<file path="config.mk">
export PLATFORM = sky130hd
export DESIGN_NAME = des_keysched_fp_unit
export DESIGN_NICKNAME = d
export VERILOG_FILES = /design/src/rtl/des_keysched_fp_unit.sv
export SDC_FILE = /design/constraint.sdc
export NUM_CORES = 1
export LEC_CHECK = 0
export ABC_AREA = 0
export CAP_MARGIN = 20
export CORE_MARGIN = 5
export CORE_UTILIZATION = 35
export CTS_BUF_LIST = sky130_fd_sc_hd__clkbuf_4 sky130_fd_sc_hd__clkbuf_8
export DETAILED_ROUTE_END_ITERATION = 12
export GPL_TIMING_DRIVEN = 0
export PLACE_DENSITY = 0.73
export SLEW_MARGIN = 20
export SYNTH_ARGS = -nofsm -noshare
export SYNTH_HDL_FRONTEND = slang
export SYNTH_SLANG_ARGS = --single-unit
</file>
<file path="constraint.sdc">
create_clock -name clk -period 2.6 [get_ports clk]
set_input_delay 0.52 -clock clk [delete_from_list [all_inputs] [get_ports clk]]
set_output_delay 0.52 -clock clk [all_outputs]
set_load 0.1 [all_outputs]
</file>
<file path="src/rtl/des_keysched_fp_unit.sv">
// DES helper: PC1-domain key-schedule register with PC2 round-key output,
// plus a registered final permutation (IP^-1) on the merged R16||L16 block.
module des_keysched_fp_unit (
  input  logic        clk,
  input  logic        rst,
  input  logic        ks_load,
  input  logic [55:0] ks_key,
  input  logic        ks_adv,
  output logic [55:0] cd_out,
  output logic [47:0] rk,
  output logic [3:0]  rk_round,
  output logic        rk_valid,
  input  logic [31:0] x0,
  input  logic [31:0] x1,
  input  logic        fp_en,
  output logic [63:0] c,
  output logic        c_valid
);

  // Tables hold 1-based DES bit numbers, bit 1 being the vector MSB.
  localparam int PC2_T [48] = '{
    14, 17, 11, 24,  1,  5,  3, 28, 15,  6, 21, 10,
    23, 19, 12,  4, 26,  8, 16,  7, 27, 20, 13,  2,
    41, 52, 31, 37, 47, 55, 30, 40, 51, 45, 33, 48,
    44, 49, 39, 56, 34, 53, 46, 42, 50, 36, 29, 32
  };

  localparam int FP_T [64] = '{
    40,  8, 48, 16, 56, 24, 64, 32, 39,  7, 47, 15, 55, 23, 63, 31,
    38,  6, 46, 14, 54, 22, 62, 30, 37,  5, 45, 13, 53, 21, 61, 29,
    36,  4, 44, 12, 52, 20, 60, 28, 35,  3, 43, 11, 51, 19, 59, 27,
    34,  2, 42, 10, 50, 18, 58, 26, 33,  1, 41,  9, 49, 17, 57, 25
  };

  function automatic logic [27:0] rotl28(input logic [27:0] v, input logic two);
    return two ? {v[25:0], v[27:26]} : {v[26:0], v[27]};
  endfunction

  function automatic logic [47:0] pc2(input logic [55:0] k);
    logic [47:0] o;
    o = '0;
    for (int i = 0; i < 48; i++) o[6'(47 - i)] = k[6'(56 - PC2_T[i])];
    return o;
  endfunction

  function automatic logic [63:0] fperm(input logic [63:0] b);
    logic [63:0] o;
    o = '0;
    for (int i = 0; i < 64; i++) o[6'(63 - i)] = b[6'(64 - FP_T[i])];
    return o;
  endfunction

  logic [55:0] cd_p1;
  logic [47:0] rk_p1;
  logic [3:0]  rnd_p0;
  logic [3:0]  rnd_p1;
  logic        vld_p1;
  logic [63:0] c_p1;
  logic        c_vld_p1;
  logic        two_p0;
  logic [55:0] rot_p0;

  // Stage 0: rotate C and D by the schedule amount for the current round
  always_comb begin
    two_p0 = !((rnd_p0 == 4'd0) || (rnd_p0 == 4'd1) || (rnd_p0 == 4'd8) || (rnd_p0 == 4'd15));
    rot_p0 = {rotl28(cd_p1[55:28], two_p0), rotl28(cd_p1[27:0], two_p0)};
  end

  // Stage 1: key-state / round-key registers
  always_ff @(posedge clk or negedge rst) begin
    if (!rst) begin
      cd_p1  <= '0;
      rk_p1  <= '0;
      rnd_p0 <= '0;
      rnd_p1 <= '0;
      vld_p1 <= 1'b0;
    end else if (ks_load) begin
      cd_p1  <= ks_key;
      rnd_p0 <= '0;
      vld_p1 <= 1'b0;
    end else if (ks_adv) begin
      cd_p1  <= rot_p0;
      rk_p1  <= pc2(rot_p0);
      rnd_p1 <= rnd_p0;
      rnd_p0 <= rnd_p0 + 4'd1;
      vld_p1 <= 1'b1;
    end else begin
      vld_p1 <= 1'b0;
    end
  end

  // Stage 1: final-permutation output register
  always_ff @(posedge clk or negedge rst) begin
    if (!rst) begin
      c_p1     <= '0;
      c_vld_p1 <= 1'b0;
    end else begin
      c_vld_p1 <= fp_en;
      if (fp_en) c_p1 <= fperm({x0, x1});
    end
  end

  assign cd_out   = cd_p1;
  assign rk       = rk_p1;
  assign rk_round = rnd_p1;
  assign rk_valid = vld_p1;
  assign c        = c_p1;
  assign c_valid  = c_vld_p1;

endmodule

</file>
Word-level counts from Yosys, hierarchy flattened. Cells that the tools add are included.

Multiply operators: 0. Reductions and logical operators: 6. Shift operators: 0. Bitwise logic cells: 1. Multiplexer cells: 8. Divide/modulo/power cells: 0. Add/subtract/negate cells: 1. Equality and inequality tests: 3. Order comparisons: 0.

Operators with widths (count): two-way mux 56 bit (2); two-way mux 28 bit (2); equality test 4 bit (second input constant) (2); two-way mux 4 bit (2); adder 4 x 1 -> 4 bit (second input constant) (1); equality test 4 x 1 -> 1 bit (second input constant) (1); zero test 4 bit (1); logical OR 1 bit (3); two-way mux 1 bit (2); AND reduction 2 bit (1); nonzero test 2 bit (1); inverter 1 bit (1).

Register bits after elaboration: 108. Bits in writable memories: 0. Input bits: 125. Memories: 0. Logic and storage cells: 26. ROM bits: 0. Latch bits: 0. Output and inout port bits: 174.

Longest topological paths before layout.
Word-level depth: 7. Depth in mapped cells: 8. Depth with buffers taken out: 6.

Worst setup path before layout. No wires, ideal clock.

Path type: register to register. From: register rnd_p0[0]. To: register rk_p1[31] (netlist: rk[31]). Path buffers: 2. Cell stages (with the launch flop): 8. Path slack: 0.875 ns. Data required time: 2.468 ns. Setup time: 0.132 ns. Arrival time: 1.593 ns. Clock period less this slack: 1.725 ns. Cells stage by stage: dfrtp_1 > ha_1 > nor2b_1 > o31ai_2 > buf_6 > buf_8 > mux2i_1 > o21ai_1.

Word-level cells in the longest chain between the ends: 5. Elaborated cells between the ends (all ways): 8. Classes of those cells: eq/ne: 3; mux: 1; reduce/logical: 4.

RTL lines: start: declaration (line 55) `logic [3:0] rnd_p0;`; start signal: assignment (line 85) `rnd_p0 <= rnd_p0 + 4'd1;`; equality test 4 x 1 -> 1 bit / zero test 4 bit (equally long branches) (line 65) `two_p0 = !((rnd_p0 == 4'd0) || (rnd_p0 == 4'd1) || (rnd_p0 == 4'd8) || (rnd_p0 == 4'd15));`; logical OR 1 bit (2 in series) (line 65); logical OR 1 bit (*) (line 65); two-way mux 28 bit (*) (line 36) `return two ? {v[25:0], v[27:26]} : {v[26:0], v[27]};`; end signal: assignment (line 83) `rk_p1 <= pc2(rot_p0);`; end: declaration (line 54) `logic [47:0] rk_p1;`.

Mark *: on every way between the ends. The rest lies on a longest branch, timed or not. A chain may end at the register's enable or synchronous reset.

Worst setup path after layout.
From: register cd_p1[39] (netlist: cd_out[39]). To: output port cd_out[39].

RTL lines: start: declaration (line 53) `logic [55:0] cd_p1;`; start signal: assignment (line 78) `cd_p1 <= ks_key;`; start signal: assignment (line 82) `cd_p1 <= rot_p0;`; end: declaration (line 9) `output logic [55:0] cd_out,`.

No word-level cell between the ends.

==> impl_metrics.prom <==
# TYPE chip_impl_metric gauge
chip_impl_metric{name="first_global_vias",unit=""} 4783
chip_impl_metric{name="postSynthCellCount",unit=""} 546
chip_impl_metric{name="regToRegSetupSlack",unit="ns"} 0.50
chip_impl_metric{name="clock-skew-final",unit="ns"} 0.0125
chip_impl_metric{name="first_iter_violations",unit=""} 143
chip_impl_metric{name="io_pins",unit=""} 299
chip_impl_metric{name="cts_hold_buf",unit=""} 0
chip_impl_info{name="critical_path_cell_by_cell",value="clkdlybuf4s50_1"} 1
chip_impl_metric{name="synthXorXnorAreaFrac",unit=""} 0.00471
chip_impl_metric{name="synth_fa_ha_area_frac",unit=""} 0.00672
chip_impl_metric{name="fin_util",unit=""} 0.514
chip_impl_metric{name="slew_violations",unit=""} 0
chip_impl_metric{name="pwr_density_cell",unit="nW/um^2"} 805
chip_impl_metric{name="die_outline_area",unit="um^2"} 18600
chip_impl_metric{name="core-area",unit="um^2"} 15800
chip_impl_info{name="cts_tree",value="built"} 1
chip_impl_metric{name="grt_start_max_net_pins",unit=""} 56
chip_impl_metric{name="clkSlewWorstSetupHoldPaths",unit="ns"} 0.10
chip_impl_metric{name="finish.net_count",unit=""} 934
chip_impl_metric{name="overflow",unit=""} 0
chip_impl_metric{name="detailedRoute.firstPassIterationCount",unit=""} 4
chip_impl_metric{name="drc",unit=""} 0
chip_impl_metric{name="cts-buffers-inserted",unit=""} 9
chip_impl_info{name="rsz0062_at_grt",value="false"} 1
chip_impl_metric{name="synth.yosys.warnings",unit=""} 0
chip_impl_metric{name="clock_latency",unit="ns"} 0.39
chip_impl_metric{name="placed_area",unit="um^2"} 7930
chip_impl_metric{name="synth-simple-area-share",unit=""} 0.105
chip_impl_metric{name="flow.area_growth_from_synthesis",unit="%"} 45.1
chip_impl_metric{name="antenna-diode-count",unit=""} 0
chip_impl_metric{name="fin_ws",unit="ns"} 0.0740
chip_impl_metric{name="clock.fmax",unit="MHz"} 396
chip_impl_info{name="root_cell_of_the_clock_tree",value="clkbuf_8"} 1
chip_impl_metric{name="asyncSetResetFlopFracSynth",unit=""} 1.00
chip_impl_metric{name="sequential_cell_area",unit="um^2"} 2700
chip_impl_info{name="outcome",value="complete, no violations"} 1
chip_impl_metric{name="cp_slowest_stage_delay",unit="ns"} 1.18
chip_impl_metric{name="avgSynthCellArea",unit="um^2"} 10.2
chip_impl_metric{name="average_detailed_routed_wire_length_per_instance",unit="um"} 17.0
chip_impl_metric{name="worst_slew_margin_rel",unit=""} 0.282
chip_impl_metric{name="place.detailed.instances",unit=""} 1011
chip_impl_metric{name="place_hpwl",unit="mm"} 13.0
chip_impl_metric{name="finalHoldViolations",unit=""} 0
chip_impl_metric{name="grt_pass1_wl",unit="mm"} 26.9
chip_impl_info{name="family_with_the_most_delay_on_the_worst_path",value="buffers and inverters"} 1
chip_impl_metric{name="final.min_clock_period",unit="ns"} 2.53
chip_impl_metric{name="die_w",unit="um"} 136
chip_impl_metric{name="wl",unit="mm"} 17.4
chip_impl_info{name="ys.flop_type",value="dfrtp_1"} 1
chip_impl_metric{name="cts_max_path_buffers",unit=""} 2
chip_impl_metric{name="antenna_found_initial",unit=""} 0
chip_impl_metric{name="maxCapViolCount",unit=""} 0
chip_impl_metric{name="die-height",unit="um"} 136
chip_impl_metric{name="cp.buffers_inverters",unit=""} 1
chip_impl_metric{name="clock_sink_count",unit=""} 108
chip_impl_metric{name="synthDistinctLibCells",unit=""} 25
chip_impl_metric{name="synth_seq_cells",unit=""} 108
chip_impl_metric{name="synth-compound-area-share",unit=""} 0.131
chip_impl_metric{name="postCtsSetupRepairBufs",unit=""} 0
chip_impl_metric{name="total_vias_in_the_final_route",unit=""} 4670
chip_impl_metric{name="synth_seq_area_share",unit=""} 0.484
chip_impl_metric{name="floorplan.rows",unit=""} 46
chip_impl_metric{name="period_utilization",unit=""} 0.972
chip_impl_metric{name="layoutNonFillerInstCount",unit=""} 1026
chip_impl_info{name="r2r-end",value="cd_out[19]$_DFFE_PN0P_"} 1
chip_impl_metric{name="power.static_leakage",unit="uW"} 0.00351
chip_impl_metric{name="multi_input_area",unit="um^2"} 2400
chip_impl_metric{name="final.fill_count",unit=""} 1499
chip_impl_metric{name="floorplan.initialDensity",unit=""} 0.354
chip_impl_metric{name="groute.usage.overall",unit=""} 0.187
chip_impl_metric{name="routed_via_density",unit=""} 4.55
chip_impl_metric{name="vdd_ir_drop_max",unit="mV"} 0.483
chip_impl_metric{name="antenna_left",unit=""} 0
chip_impl_metric{name="synth_area",unit="um^2"} 5580
chip_impl_info{name="class_of_the_worst_hold_path",value="input pin to async pin"} 1
chip_impl_metric{name="worstMarginPinSlew",unit="ns"} 1.07
chip_impl_metric{name="worst_setup_slack_before_clock_tree_synthesis",unit="ns"} 0.0376
chip_impl_metric{name="final.hold.worst_slack",unit="ns"} 0.0683
chip_impl_info{name="worstSetupEndpointType",value="primary output"} 1
chip_impl_info{name="worstSetupStartpointType",value="register"} 1
chip_impl_metric{name="drive_gt1_frac",unit=""} 0.141
chip_impl_info{name="critical_path.slowest_cell",value="clkdlybuf4s50_1"} 1
chip_impl_metric{name="setup_viol",unit=""} 0
chip_impl_metric{name="post_layout_inst_area",unit="um^2"} 8100
chip_impl_metric{name="multiplexer_area_fraction_after_synthesis",unit=""} 0.134
chip_impl_metric{name="path_max_fanout",unit=""} 5
chip_impl_metric{name="arrival",unit="ns"} 2.01
chip_impl_info{name="worst-setup-path-type",value="register to primary output"} 1
chip_impl_metric{name="buffer_ports.inserted",unit=""} 179
chip_impl_info{name="synth_top_family_by_area",value="multiplexers"} 1
chip_impl_metric{name="cts.htree.levels",unit=""} 3
chip_impl_metric{name="gpl.final_weighted_congestion",unit=""} 0.756
chip_impl_metric{name="timing.critical_path.required",unit="ns"} 2.08
chip_impl_metric{name="worst_r2r_path_depth",unit=""} 8
chip_impl_info{name="crit-reg2reg-launch",value="rnd_p0[1]$_DFFE_PN0P_"} 1
chip_impl_metric{name="number_of_flops_mapped_to_enable_cells_by_yosys",unit=""} 0
chip_impl_metric{name="post_cts.resized_instances",unit=""} 1
==> Yosys cell counts, types with 4 or more instances <==
cell,instances,area share
buf_4,71,0.095
nor2_1,8,0.0054
mux2i_1,57,0.10
inv_1,4,0.0027
a21oi_1,60,0.054
clkbuf_1,30,0.020
o21ai_1,48,0.043
mux2_2,16,0.032
nor3b_1,54,0.073
dfrtp_1,108,0.48
nand2_1,35,0.024
o21ai_0,34,0.030
==> how the worst max path moves through the flow <==
stage | startpoint | end | slack (ns) | cells after the start
after floorplan | rnd_p0[0]$_DFFE_PN0P_ | rk[31]$_DFFE_PN0P_ | 0.87 | 7
after global placement | rst | c[5]$_DFFE_PN0P_ | -3.42 | 1
after detailed placement | ks_load | cd_out[8]$_DFFE_PN0P_ | 0.04 | 6
after CTS | cd_out[26]$_DFFE_PN0P_ | cd_out[26] | 0.04 | 1
after global routing | cd_out[39]$_DFFE_PN0P_ | cd_out[39] | 0.006 | 1
final | cd_out[39]$_DFFE_PN0P_ | cd_out[39] | 0.07 | 1
==> metal layers <==
metal / wire length (um) / global-route usage / vias to the layer above / share of wire
met3: 1750 / 0.0781 / 12 / 0.10
met4: 193 / 0.0375 / 0 / 0.011
met5: 0 / 0 / - / 0
met1: 7260 / 0.232 / 2201 / 0.42
met2: 8230 / 0.308 / 184 / 0.47
li1: - / - / 2273 / -
==> cells by family (layout without fill, tap and decap cells) <==
group | after synthesis | after routing
compound gates | 144 | 144
buf+inv | 114 | 309
flops | 108 | 108
simple gates | 100 | 100
mux | 73 | 73
fa+ha+maj | 3 | 3
xor+xnor | 3 | 3
other cells | 1 | 70
==> flip-flops by register name, indices dropped and copies added, names as in the netlist <==
register  cells
rk_round      4
rk_valid      1
c            16
c_valid       1
rnd_p0        4
rk           26
cd_out       56
==> worst register-to-register path: cells and delay by family, from the launching register on <==
family / cells / cell delay [ns]
AOI/OAI and AO/OA: 2 / 0.42
adders and majority gates: 1 / 0.17
buffers and inverters: 3 / 0.52
DFF: 1 / 0.41
muxes: 1 / 0.33
and+or+nand+nor: 1 / 0.13
==> cells in the final DEF, fill, tap and decap left out, drive strengths merged, types with 3 or more instances in the layout <==
cell type	count
clkdlybuf4s50	176
dfrtp	108
buf	82
o21ai	82
conb	70
a21oi	60
mux2i	57
nor3b	54
clkbuf	40
nand2	35
mux2	16
nor2	8
clkinv	5
inv	4
ha	3
==> stage by stage <==
step	TNS, ns	total power [uW]
after floorplan	0	4760
after global placement	-368.03	5590
after CTS	0	6580
after detailed placement	0	5610
final	0	6520
after global routing	0	6790
==> where the power goes <==
| group | internal [uW] | leakage (uW) | switching (uW) |
|---|---|---|---|
| logic | 833 | 0.00209 | 2640 |
| registers | 1900 | 0.00133 | 184 |
| clock network | 365 | 0.0000917 | 593 |
| total | 3100 | 0.00351 | 3420 |
==> area by class of cell <==
cell class / instances / share of cell area
tap: 216 / 0.0334
clock inverter: 5 / 0.00355
multi-input combinational: 393 / 0.296
timing repair buffer: 180 / 0.225
buffer: 110 / 0.0899
inverter: 4 / 0.00185
sequential: 108 / 0.334
clock buffer: 10 / 0.0170
Power figures use the tool's default switching activity.
